$ cat src/rtl/mux_nx1_scan.sv
// Registered N-channel, W-bit multiplexer with a manual-select mode and an
// auto-scan mode that steps through the channels at a programmable rate.
module mux_nx1_scan #(
  parameter int WIDTH    = 1,
  parameter int CHANNELS = 4,
  parameter int SEL_W    = 2,
  parameter int SCAN_DIV = 4
) (
  input  logic                      clk,
  input  logic                      reset,
  input  logic [CHANNELS*WIDTH-1:0] data_in,
  input  logic [SEL_W-1:0]          sel,
  input  logic                      mode,
  input  logic                      hold,
  output logic [WIDTH-1:0]          out,
  output logic [SEL_W-1:0]          ch,
  output logic                      tick,
  output logic                      sel_err
);

  localparam int DIV_W = (SCAN_DIV > 1) ? $clog2(SCAN_DIV) : 1;
  localparam logic [DIV_W-1:0] DIV_LAST = DIV_W'(SCAN_DIV - 1);
  localparam logic [SEL_W:0]   CH_LIM   = (SEL_W + 1)'(CHANNELS);
  localparam logic [SEL_W-1:0] CH_LAST  = SEL_W'(CHANNELS - 1);

  logic [DIV_W-1:0] div_cnt;
  logic             mode_q;

  logic [WIDTH-1:0] out_nxt;
  logic [SEL_W-1:0] ch_nxt;
  logic             tick_nxt;
  logic             err_nxt;
  logic [DIV_W-1:0] div_nxt;
  logic             sel_ok;

  // Loop-based lookup only ever touches real channels, so an out-of-range
  // index can never form an illegal part-select; it simply yields zero.
  function automatic logic [WIDTH-1:0] chan_data(
    input logic [CHANNELS*WIDTH-1:0] d,
    input logic [SEL_W-1:0]          idx
  );
    logic [WIDTH-1:0] r;
    r = '0;
    for (int k = 0; k < CHANNELS; k++) begin
      if (idx == SEL_W'(k)) r = d[k*WIDTH +: WIDTH];
    end
    return r;
  endfunction

  function automatic logic [SEL_W-1:0] next_ch(input logic [SEL_W-1:0] c);
    return (c == CH_LAST) ? '0 : c + 1'b1;
  endfunction

  always_comb begin
    out_nxt  = out;
    ch_nxt   = ch;
    tick_nxt = 1'b0;
    err_nxt  = 1'b0;
    div_nxt  = div_cnt;
    sel_ok   = ({1'b0, sel} < CH_LIM);

    if (!mode) begin
      out_nxt = sel_ok ? chan_data(data_in, sel) : '0;
      ch_nxt  = sel_ok ? sel : ch;
      err_nxt = !sel_ok;
      div_nxt = '0;
    end else begin
      out_nxt = chan_data(data_in, ch);
      // Entering scan restarts the prescaler so every channel gets a full slot.
      if (!mode_q) begin
        div_nxt = '0;
      end else if (!hold) begin
        if (div_cnt == DIV_LAST) begin
          div_nxt  = '0;
          ch_nxt   = next_ch(ch);
          tick_nxt = 1'b1;
        end else begin
          div_nxt = div_cnt + 1'b1;
        end
      end
    end
  end

  // Output register stage
  always_ff @(posedge clk or posedge reset) begin
    if (reset) begin
      out     <= '0;
      ch      <= '0;
      tick    <= 1'b0;
      sel_err <= 1'b0;
      div_cnt <= '0;
      mode_q  <= 1'b0;
    end else begin
      out     <= out_nxt;
      ch      <= ch_nxt;
      tick    <= tick_nxt;
      sel_err <= err_nxt;
      div_cnt <= div_nxt;
      mode_q  <= mode;
    end
  end

endmodule
$ cat config.mk
export PLATFORM = sky130hd
export DESIGN_NAME = mux_nx1_scan
export DESIGN_NICKNAME = d
export VERILOG_FILES = /design/src/rtl/mux_nx1_scan.sv
export SDC_FILE = /design/constraint.sdc
export NUM_CORES = 1
export LEC_CHECK = 0
export BUFFER_PORTS_ARGS = -buffer_cell sky130_fd_sc_hd__buf_4
export CORE_AREA = 2 2 39 41
export CTS_CLUSTER_SIZE = 24
export DETAILED_ROUTE_END_ITERATION = 10
export DIE_AREA = 0 0 41 43
export PLACE_DENSITY = 0.53
export SLEW_MARGIN = 20
export SYNTH_ARGS = -nofsm -noshare
export SYNTH_HDL_FRONTEND = slang
export SYNTH_SLANG_ARGS = --single-unit
$ cat constraint.sdc
create_clock -name clk -period 1.6 [get_ports clk]
set_input_delay 0.16 -clock clk [delete_from_list [all_inputs] [get_ports clk]]
set_output_delay 0.16 -clock clk [all_outputs]
set_load 0.005 [all_outputs]
Yosys cells after proc, flatten, opt, wreduce, memory -nomap -nowiden
Cells that the tools add are included.

Shift-type cells: 0. Add/subtract/negate cells: 2. Reduce and logical (&&, ||, !) cells: 3. Equality and inequality tests: 11. Divide/modulo/power cells: 0. Magnitude comparators: 0. Bitwise logic cells: 0. Multiply operators: 0. Muxes and demuxes: 22.

Operator list (number): $mux 2 (9); $mux 1 (13); $eq 2x2->1 const B (5); $add 2x1->2 const B (2); $eq 2x1->1 const B (2); $logic_not 2->1 (2); $ne 2x1->1 const B (2); $ne 3x3->1 const B (1); $reduce_and 3->1 (1); $ne 2x2->1 const B (1).

Logic and storage cells: 43. Memory bits (read-only): 0. Latch bits: 0. Output and inout port bits: 5. Register bits after elaboration: 7. RAM bits: 0. Memories: 0. Input port bits: 10.

Longest topological paths before layout
Gate-level depths: netlist of run 1.

Depth after elaboration: 6. Gate-level depth with buffers: 5. Depth with buffers taken out: 5.

Worst setup path before layout of run 1
No wires, ideal clock.

Path type: reg2reg. From: register ch[0]. To: register out. Path slack: 349 ps. Data required time: 1479 ps. Path buffers: 0. Cell stages (with the launch flop): 6. Library setup time: 121 ps. Data arrival time: 1130 ps. Period minus slack after synthesis: 1251 ps. Path through: dfrtp_1 -> inv_1 -> ha_1 -> a211oi_1 -> o21ai_0 -> a22o_1.

Longest elaborated chain between the ends: 6. Elaborated cells between the ends (all ways): 9. Those cells by class: 3 x eq/ne; 5 x mux; 1 x reduce/logical.

Ends and longest elaborated chain: start, declared (line 16) `output logic [SEL_W-1:0] ch,`; start signal, assigned (line 95) `ch <= ch_nxt;`; $logic_not 2->1 (line 45) `if (idx == SEL_W'(k)) r = d[k*WIDTH +: WIDTH];`; $mux 1 (3 in series) (line 45); $mux 1 * (line 45); $mux 1 * (line 62) `if (!mode) begin`; net out_nxt (line 29) `logic [WIDTH-1:0] out_nxt;`; end signal, assigned (line 94) `out <= out_nxt;`; end, declared (line 15) `output logic [WIDTH-1:0] out,`.

Mark *: on every way through the listed nets, which the timed path passes. The rest lies on a longest branch. A chain may end at the register's enable or synchronous reset.

Worst setup path in the final report of run 1
Same ends and word-level chain as after synthesis.

==> qor.yml, run 1 <==
status:
  status: "completed"
critical_path:
  crit_cells: 5
  required_ns: 1.74
  cpMaxStageDelayCell: "dfrtp_1"
  critPathKind: "flop to flop"
  crit_family: "compound AO/OA/AOI/OAI gates"
  end_kind: "flop"
  ff2ff_path_depth: 5
  timing.rr.start: "ch[0]"
  r2r_slack_ns: 0.23
  critPathMaxFanout: 6
  path_cells: "inv_1 > ha_1 > a211oi_1 > o21ai_0 > a22o_1"
  crit_buf_inv: 1
  crit_arrival_ns: 1.51
  critPathCapture: "out"
  timing.rr.end: "out"
  cp_slowest_stage_delay_ns: 0.43
  start_kind: "flop"
  critPathLaunch: "ch[0]"
layout:
  drive_gt1_share_pct: 31.6
  num_antenna_cells: 0
  final_cells: 73
  final_cell_mix: "buf_4, dfrtp_1, nor2_1"
  final_util_pct: 41.0
  multi_input_area_sq_um: 219
  fillCellCount: 138
  syn_to_final_growth_pct: 34.8
  nets: 73
  final_common_cell: "buf_4"
  regArea_sq_um: 175
logic_synthesis:
  yosys.area.top_type_share_pct: 41.7
  synthesis.nets: 55
  yosysUniqueCellTypes: 18
  ys_ff_latch: 7
  ys_seq_area_share_pct: 41.7
  synthTopCellsByArea: "dfrtp_1, ha_1, mux4_2"
  synth_top_area_cell: "dfrtp_1"
  synth_cells: 40
  syn_area_sq_um: 420
  ys_warn_count: 0
  syn_area_per_cell_sq_um: 10.5
cts:
  clkTransAtPathRegs_ns: 0.06
  ctsResizeCount: 0
  cts.root.buffer_cell: "clkbuf_4"
  cts_sinks: 7
  htree_levels: 1
  cts_buffers: 3
  clockBufferDepth: 2
  cts_tree: "yes"
  clkLatencyLatePin_ns: 0.25
power:
  swShare_pct: 25.0
  vdd_drop_max_v: 0.000416
  p_per_area_nw_per_um2: 785
  internal-power_uw: 333
  power_uw: 445
  pwr-share-seq_pct: 44.7
  p_clk_share_pct: 35.8
  leakage_nw: 0.322
  switching_power_uw: 111
  pwr-share-comb_pct: 19.6
placement:
  hpwl_um: 644
  gp_congestion: 0.665
  dp_cells: 68
  port_buffers: 13
global_route:
  antenna_found_initial: 0
  grt_usage_pct: 11.0
  grt_pass1_wl_mm: 1.26
  grt_max_degree: 8
  grt_pass1_vias: 317
  grt_overflow: 0
drt:
  drc_errors: 0
  via_per_inst: 4.42
  met3_wirelength_um: 62
  detail_route.iter0.violations: 5
  drt-pass1-iter-count: 4
  top_layer: "met4"
  avgRoutedWirePerCell_um: 10.5
  vias: 323
  drt-met1-wl_um: 330
  wl_met2_um: 360
  ant_nets: 0
  wirelength_um: 763
die:
  die_width_um: 41
  std_cell_rows: 14
  dieHeight_um: 43
  core_area_sq_um: 1380
  io_pins: 15
  die_area_sq_um: 1760
  initial_utilization_pct: 30.4
sta:
  max_freq_ghz: 0.731
  tns_ns: 0
  fin_hold_ws_ns: 0.0761
  period_share_pct: 85.5
  final_max_slew_viol_count: 0
  setup_viol_count_final: 0
  hold_violations: 0
  finClkSkew_ns: 0.0110
  post-route-min-period_ns: 1.37
  grt_setup_unrepaired: "no"
flow_run:
  maxCapViolCount: 0
worst_hold_path:
  hp-class: "input pin to flop"
metrics by stage:
| step | instance area, sq um | setup slack [ns] |
|---|---|---|
| floorplan | 420 | 0.349 |
| global placement | 531 | 0.268 |
| detailed placement | 531 | 0.229 |
| CTS | 567 | 0.214 |
| global route | 567 | 0.0986 |
| finish | 567 | 0.233 |
synthesized netlist by cell type:
library cell,n
nand2_1,3
a221oi_1,1
a21oi_1,1
xor2_1,1
nand3b_4,1
mux2i_1,2
mux4_2,1
or3_1,1
buf_4,1
inv_1,5
o21ai_0,1
a22o_1,1
ha_1,5
a31oi_1,1
a211oi_1,1
dfrtp_1,7
conb_1,1
nor2_1,6
cells by family (layout without fill, tap and decap cells):
logic type	count (synthesis)	after routing	synth area share (%)
simple gates	11	11	14.3
flops	7	7	41.7
compound gates	6	6	9.82
buf+inv	6	23	6.25
fa+ha+maj	5	5	14.9
mux	3	3	10.1
other cells	1	1	0.892
xor+xnor	1	1	2.08
worst min-delay path by stage:
stage,from,endpoint,depth (start not counted)
final,mode,mode_q,1
after global routing,mode,mode_q,1
after CTS,mode,mode_q,1
after detailed placement,reset,tick,2
after global placement,reset,out,2
after floorplan,reset,ch[0],1
sequential cells by signal (all words and copies together) (netlist names):
signal and flops:
mode_q 1, tick 1, out 1, ch 2, div_cnt 2
power groups by stage:
stage | registers [mW] | clock network [mW] | logic [mW]
final | 0.199 | 0.159 | 0.0870
after global routing | 0.201 | 0.182 | 0.0984
after CTS | 0.199 | 0.167 | 0.0887
after detailed placement | 0.202 | 0 | 0.0864
after global placement | 0.201 | 0 | 0.0864
after floorplan | 0.201 | 0 | 0.0442
cell type report:
cell class	instances	area share, %
clock buffer	4	4.64
multi-input combinational	27	38.6
inverter	5	3.31
tap	16	3.53
timing repair buffer	14	19.0
sequential	7	30.9
per-layer routing:
metal / global-route usage, % / vias up
met1: 12.9 / 144
met5: 0 / -
met3: 7.85 / 2
met4: 4.00 / 0
li1: - / 166
met2: 15.3 / 11
what timing repair did:
| action | CTS | global route |
|---|---|---|
| endpoints found under the hold margin | 7 | 0 |
| hold buffers | 1 | 0 |
| buffers inserted | 0 | 0 |
Power figures use the tool's default switching activity.
==> run 2, diff against run 1 <==
--- a/config.mk
+++ b/config.mk
@@ -7,6 +7,7 @@
 export LEC_CHECK = 0
 export BUFFER_PORTS_ARGS = -buffer_cell sky130_fd_sc_hd__buf_4
 export CORE_AREA = 2 2 39 41
+export CTS_BUF_LIST = sky130_fd_sc_hd__clkbuf_16
 export CTS_CLUSTER_SIZE = 24
 export DETAILED_ROUTE_END_ITERATION = 10
 export DIE_AREA = 0 0 41 43
==> run 2 against run 1 <==
Effect of this change:
- combinational power rose by 1%
- flip-flop and latch count did not move
- final area grew 9.3%
- sequential share of layout area is 2.6 points lower
- routed wire length increased by 8.4%
- count of clock-buffer cells in the layout shrank 1
- non-clock buffer count stayed put
- global-route usage grew 0.40 points
- via count rose by 5.0%
- critical path type unchanged
- critical endpoint unchanged
- largest cell class unchanged
- highest routed layer unchanged
==> qor.yml, run 2 (synthesis gave the netlist of run 1 again) <==
status:
  status: "completed"
critical_path:
  critPathMaxFanout: 6  # unchanged
  timing.rr.end: "out"
  crit_arrival_ns: 1.48  # -0.03 ns
  cp_slowest_stage_delay_ns: 0.42  # about the same
  timing.rr.start: "ch[0]"
  end_kind: "flop"
  r2r_slack_ns: 0.23  # about the same
  start_kind: "flop"
  cpMaxStageDelayCell: "dfrtp_1"
  required_ns: 1.72  # -0.02 ns
  critPathKind: "flop to flop"
  path_cells: "inv_1 > ha_1 > a211oi_1 > o21ai_0 > a22o_1"
  ff2ff_path_depth: 5  # unchanged
  crit_buf_inv: 1  # unchanged
  crit_family: "compound AO/OA/AOI/OAI gates"
worst_hold_path:
  hold_depth: 1  # unchanged
  holdPathEnd: "mode_q"
  hp-class: "input pin to flop"
  hold_path_startpoint: "mode"
drt:
  drt-pass1-iter-count: 4  # unchanged
  drc_errors: 0  # unchanged
  via_per_inst: 4.64  # +5.0%
  vias: 339  # +5.0%
  detail_route.iter0.violations: 6  # +1
  avgRoutedWirePerCell_um: 11.3  # +8.4%
  wirelength_um: 827  # +8.4%
  ant_nets: 0  # unchanged
placement:
  port_buffers: 13  # unchanged
  dp_cells: 68  # unchanged
  hpwl_um: 644  # unchanged
  gp_congestion: 0.665  # unchanged
cts:
  cts_tree: "yes"
  clkTransAtPathRegs_ns: 0.04  # -0.02 ns
  htree_levels: 1  # unchanged
  clkLatencyLatePin_ns: 0.23  # -0.02 ns
  clockBufferDepth: 2  # unchanged
  cts.root.buffer_cell: "clkbuf_16"
  ctsResizeCount: 0  # unchanged
  cts_buffers: 3  # unchanged
  cts_sinks: 7  # unchanged
power:
  pwr-share-seq_pct: 28.4  # -16 points
  swShare_pct: 19.7  # -5.3 points
  internal-power_uw: 564  # +69%
  switching_power_uw: 139  # +25%
  vdd_drop_max_v: 0.00106  # +150%
  leakage_nw: 0.350  # +8.5%
  p_clk_share_pct: 59.1  # +23 points
  pwr-share-comb_pct: 12.5  # -7.1 points
  p_per_area_nw_per_um2: 1130  # +45%
layout:
  syn_to_final_growth_pct: 47.3
  regArea_sq_um: 175  # unchanged
  fillCellCount: 129  # -6.5%
  final_common_cell: "buf_4"
  reg_top3: "ch x2, div_cnt x2"
  num_antenna_cells: 0  # unchanged
  final_cells: 73  # unchanged
  drive_gt1_share_pct: 31.6  # unchanged
  multi_input_area_sq_um: 219  # unchanged
  nets: 73  # unchanged
  final_cell_mix: "buf_4, dfrtp_1, nor2_1, inv_1, ha_1"
sta:
  setup_viol_count_final: 0  # unchanged
  grt_setup_unrepaired: "no"
  period_share_pct: 85.5  # about the same
  final_max_slew_viol_count: 0  # unchanged
  hold_violations: 0  # unchanged
  tns_ns: 0  # unchanged
  max_freq_ghz: 0.731  # about the same
  finClkSkew_ns: 0.00314  # -0.00783 ns
  post-route-min-period_ns: 1.37  # +0.00111 ns
global_route:
  grt_usage_pct: 11.4  # +0.40 points
  antenna_found_initial: 0  # unchanged
  grt_overflow: 0  # unchanged
  grt_pass1_wl_mm: 1.30  # +3.9%
  grt_pass1_vias: 324  # +2.2%
  grt_max_degree: 8  # unchanged
die:
  io_pins: 15  # unchanged
  dieHeight_um: 43  # unchanged
  std_cell_rows: 14  # unchanged
  initial_utilization_pct: 30.4  # unchanged
  die_width_um: 41  # unchanged
  core_area_sq_um: 1380  # unchanged
  die_area_sq_um: 1760  # unchanged
flow_run:
  maxCapViolCount: 0  # unchanged
run 2: stage by stage:
step / util [%] / instance area, sq um / hold slack (ns) / worst slack, ns / power, mW
6_report: 44.8 / 619 / 0.0989 / 0.232 / 0.702
3_3_place_gp: 38.3 / 531 / 0.117 / 0.268 / 0.287
5_1_grt: 44.8 / 619 / 0.0975 / 0.103 / 0.738
2_1_floorplan: - / 420 / -0.0366 / 0.349 / 0.245
3_5_place_dp: 38.3 / 531 / 0.113 / 0.229 / 0.288
4_1_cts: 44.8 / 619 / 0.0971 / 0.215 / 0.709
run 2: worst max-delay path by stage:
stage | end | cells after the start | slack [ns] | start
2_1_floorplan | out | 5 | 0.35 | ch[0]
3_3_place_gp | out | 5 | 0.27 | ch[0]
3_5_place_dp | out | 5 | 0.23 | ch[0]
4_1_cts | out | 5 | 0.22 | ch[0]
5_1_grt | out | 5 | 0.10 | ch[0]
6_report | out | 5 | 0.23 | ch[0]
run 2: worst reg2reg max path, cell delays in order, from the launching register on:
cell	delay, ns
dfrtp_1	0.42
inv_1	0.09
ha_1	0.22
a211oi_1	0.20
o21ai_0	0.12
a22o_1	0.19
run 2: what timing repair did:
item | CTS | global route
buffers inserted | 0 | 0
endpoints found under the hold margin | 7 | 0
hold buffers | 1 | 0
run 2: layout make-up:
class	count	area share, %
inverters	5	3.03
flip-flops and latches	7	28.3
repair buffers	14	17.4
well taps	16	3.23
clock inverters	1	0.606
multi-input cells	27	35.4
clock buffers	3	12.1
run 2: metal layers:
metal  vias to the layer above  GRT usage, %  part of all wire, %
met1                       159          13.2                   44
met3                         2          7.85                  6.5
met2                        10          16.3                   48
li1                        168             -                    -
met5                         -             0                    0
met4                         0          4.00                  1.2
run 2: power groups by stage:
stage	sequential [mW]	clock (mW)	combinational [mW]
finish	0.199	0.415	0.0879
global route	0.202	0.438	0.0986
CTS	0.200	0.420	0.0893
detailed placement	0.202	0	0.0864
global placement	0.201	0	0.0864
floorplan	0.201	0	0.0442
==> run 3, diff against run 2 <==
--- a/config.mk
+++ b/config.mk
@@ -12,6 +12,8 @@
 export DETAILED_ROUTE_END_ITERATION = 10
 export DIE_AREA = 0 0 41 43
 export PLACE_DENSITY = 0.53
+export SETUP_SLACK_MARGIN = 0.1
+export SKIP_CTS_REPAIR_TIMING = 1
 export SLEW_MARGIN = 20
 export SYNTH_ARGS = -nofsm -noshare
 export SYNTH_HDL_FRONTEND = slang
==> constraint.sdc (replaced) <==
create_clock -name clk -period 1.6 [get_ports clk]
set_input_delay 0.4 -clock clk [delete_from_list [all_inputs] [get_ports clk]]
set_output_delay 0.4 -clock clk [all_outputs]
set_load 0.005 [all_outputs]
==> run 3 against run 2 <==
Effect of this change:
- maximum frequency increased by 3.7%
- sequential power about the same
- count of clock-buffer cells in the layout unchanged
- via count decreased by 4.1%
- hold slack improved by 0.0041 ns
- sequential share of layout area increased by 0.46 points
- critical path type unchanged
- combinational power decreased by 3.8%
- cell count decreased by 1.4%
==> qor.yml, run 3 (synthesis gave the netlist of run 1 again) <==
flow_run:
  maxCapViolCount: 0  # unchanged
die:
  core_area_sq_um: 1380  # unchanged
  std_cell_rows: 14  # unchanged
  io_pins: 15  # unchanged
  initial_utilization_pct: 30.4  # unchanged
  die_area_sq_um: 1760  # unchanged
  die_width_um: 41  # unchanged
  dieHeight_um: 43  # unchanged
layout:
  syn_to_final_growth_pct: 44.9
  final_cells: 72  # -1.4%
  fillCellCount: 139  # +7.8%
  final_common_cell: "buf_4"
  reg_top3: "ch x2, div_cnt x2"
  num_antenna_cells: 0  # unchanged
  nets: 72  # -1.4%
  final_cell_mix: "buf_4, dfrtp_1, nor2_1, inv_1, ha_1"
  drive_gt1_share_pct: 32.1  # +0.56 points
critical_path:
  cp_slowest_stage_delay_ns: 0.42  # about the same
  critPathKind: "flop to flop"
  cpMaxStageDelayCell: "dfrtp_1"
  path_cells: "ha_1 > or3_1 > a31oi_1"
  crit_family: "flip-flops"
  crit_buf_inv: 0  # -1
  start_kind: "flop"
  required_ns: 1.74  # +0.02 ns
  critPathMaxFanout: 6  # unchanged
  crit_arrival_ns: 1.46  # -0.02 ns
  end_kind: "flop"
status:
  status: "completed"
drt:
  drc_errors: 0  # unchanged
  drt-pass1-iter-count: 2  # -2
  via_per_inst: 4.51  # -2.8%
  ant_nets: 0  # unchanged
  wirelength_um: 779  # -5.8%
  detail_route.iter0.violations: 2  # -4
  avgRoutedWirePerCell_um: 10.8  # -4.5%
  vias: 325  # -4.1%
cts:
  htree_levels: 1  # unchanged
  cts_tree: "yes"
  cts_buffers: 3  # unchanged
  cts_sinks: 7  # unchanged
  clkTransAtPathRegs_ns: 0.04  # about the same
  clockBufferDepth: 2  # unchanged
  clkLatencyLatePin_ns: 0.23  # about the same
  cts.root.buffer_cell: "clkbuf_16"
global_route:
  grt_overflow: 0  # unchanged
  antenna_found_initial: 0  # unchanged
  grt_pass1_wl_mm: 1.21  # -6.9%
  grt_max_degree: 8  # unchanged
  grt_pass1_vias: 331  # +2.2%
  grt_usage_pct: 10.8  # -0.65 points
sta:
  final_max_slew_viol_count: 0  # unchanged
  tns_ns: 0  # unchanged
  setup_viol_count_final: 0  # unchanged
  finClkSkew_ns: 0.00193  # -0.00121 ns
  fin_hold_ws_ns: 0.103  # +0.00407 ns
  hold_violations: 0  # unchanged
  max_freq_ghz: 0.758  # +3.7%
  post-route-min-period_ns: 1.32  # -0.0484 ns
  grt_setup_unrepaired: "no"
  period_share_pct: 82.5  # -3.0 points
placement:
  hpwl_um: 633  # -1.8%
  dp_cells: 68  # unchanged
  port_buffers: 13  # unchanged
  gp_congestion: 0.711  # +6.8%
power:
  power_uw: 694  # -1.2%
  vdd_drop_max_v: 0.00101  # -4.9%
  p_per_area_nw_per_um2: 1140  # +0.45%
  leakage_nw: 0.346  # -1.2%
worst_hold_path:
  hp-class: "input pin to async pin"
run 3: cell types whose count changed in the layout (fill, tap and decap cells not counted), sizes merged:
cell and delta:
dlygate4sd3 -1
run 3: layout make-up:
| cell class | instances | area, sq um | share of cell area, % |
|---|---|---|---|
| sequential | 7 | 175 | 28.7 |
| timing repair buffer | 13 | 97.6 | 16.0 |
| inverter | 5 | 18.8 | 3.08 |
| clock inverter | 1 | 3.75 | 0.616 |
| clock buffer | 3 | 75.1 | 12.3 |
| multi-input combinational | 27 | 219 | 35.9 |
| tap | 16 | 20.0 | 3.29 |
run 3: worst paths after layout:
| kind | startpoint | end | slack (ns) | cells after the start |
|---|---|---|---|---|
| max | ch[0] | ch[0] | 0.28 | 3 |
| max in group asynchronous | reset | ch[1] | 1.29 | 2 |
| min in group clk | mode | mode_q | 0.34 | 1 |
| min reg2reg | div_cnt[1] | div_cnt[1] | 0.52 | 2 |
| max reg2reg | ch[0] | ch[0] | 0.28 | 3 |
| min | reset | out | 0.10 | 2 |
run 3: metrics by stage:
step	area (sq um)	utilization (%)	setup slack, ns
6_report	609	44.0	0.280
4_1_cts	609	44.0	0.260
3_5_place_dp	531	38.3	0.250
5_1_grt	609	44.0	0.189
3_3_place_gp	531	38.3	0.277
2_1_floorplan	420	-	0.349
run 3: report_power, final:
| group | total, mW | switching, mW | leakage [nW] | internal [mW] |
|---|---|---|---|---|
| Clock | 0.410 | 0.0862 | 0.0423 | 0.324 |
| Combinational | 0.0846 | 0.0366 | 0.216 | 0.0480 |
| Sequential | 0.199 | 0.00986 | 0.0873 | 0.189 |
run 3: per-layer routing:
metal  vias to the layer above  share of wire [%]  global-route usage, %
met5                         -                  0                      0
met4                         0                1.5                   4.00
met3                         2                7.8                   7.85
met2                        11                 52                   16.9
met1                       148                 39                   10.4
li1                        164                  -                      -
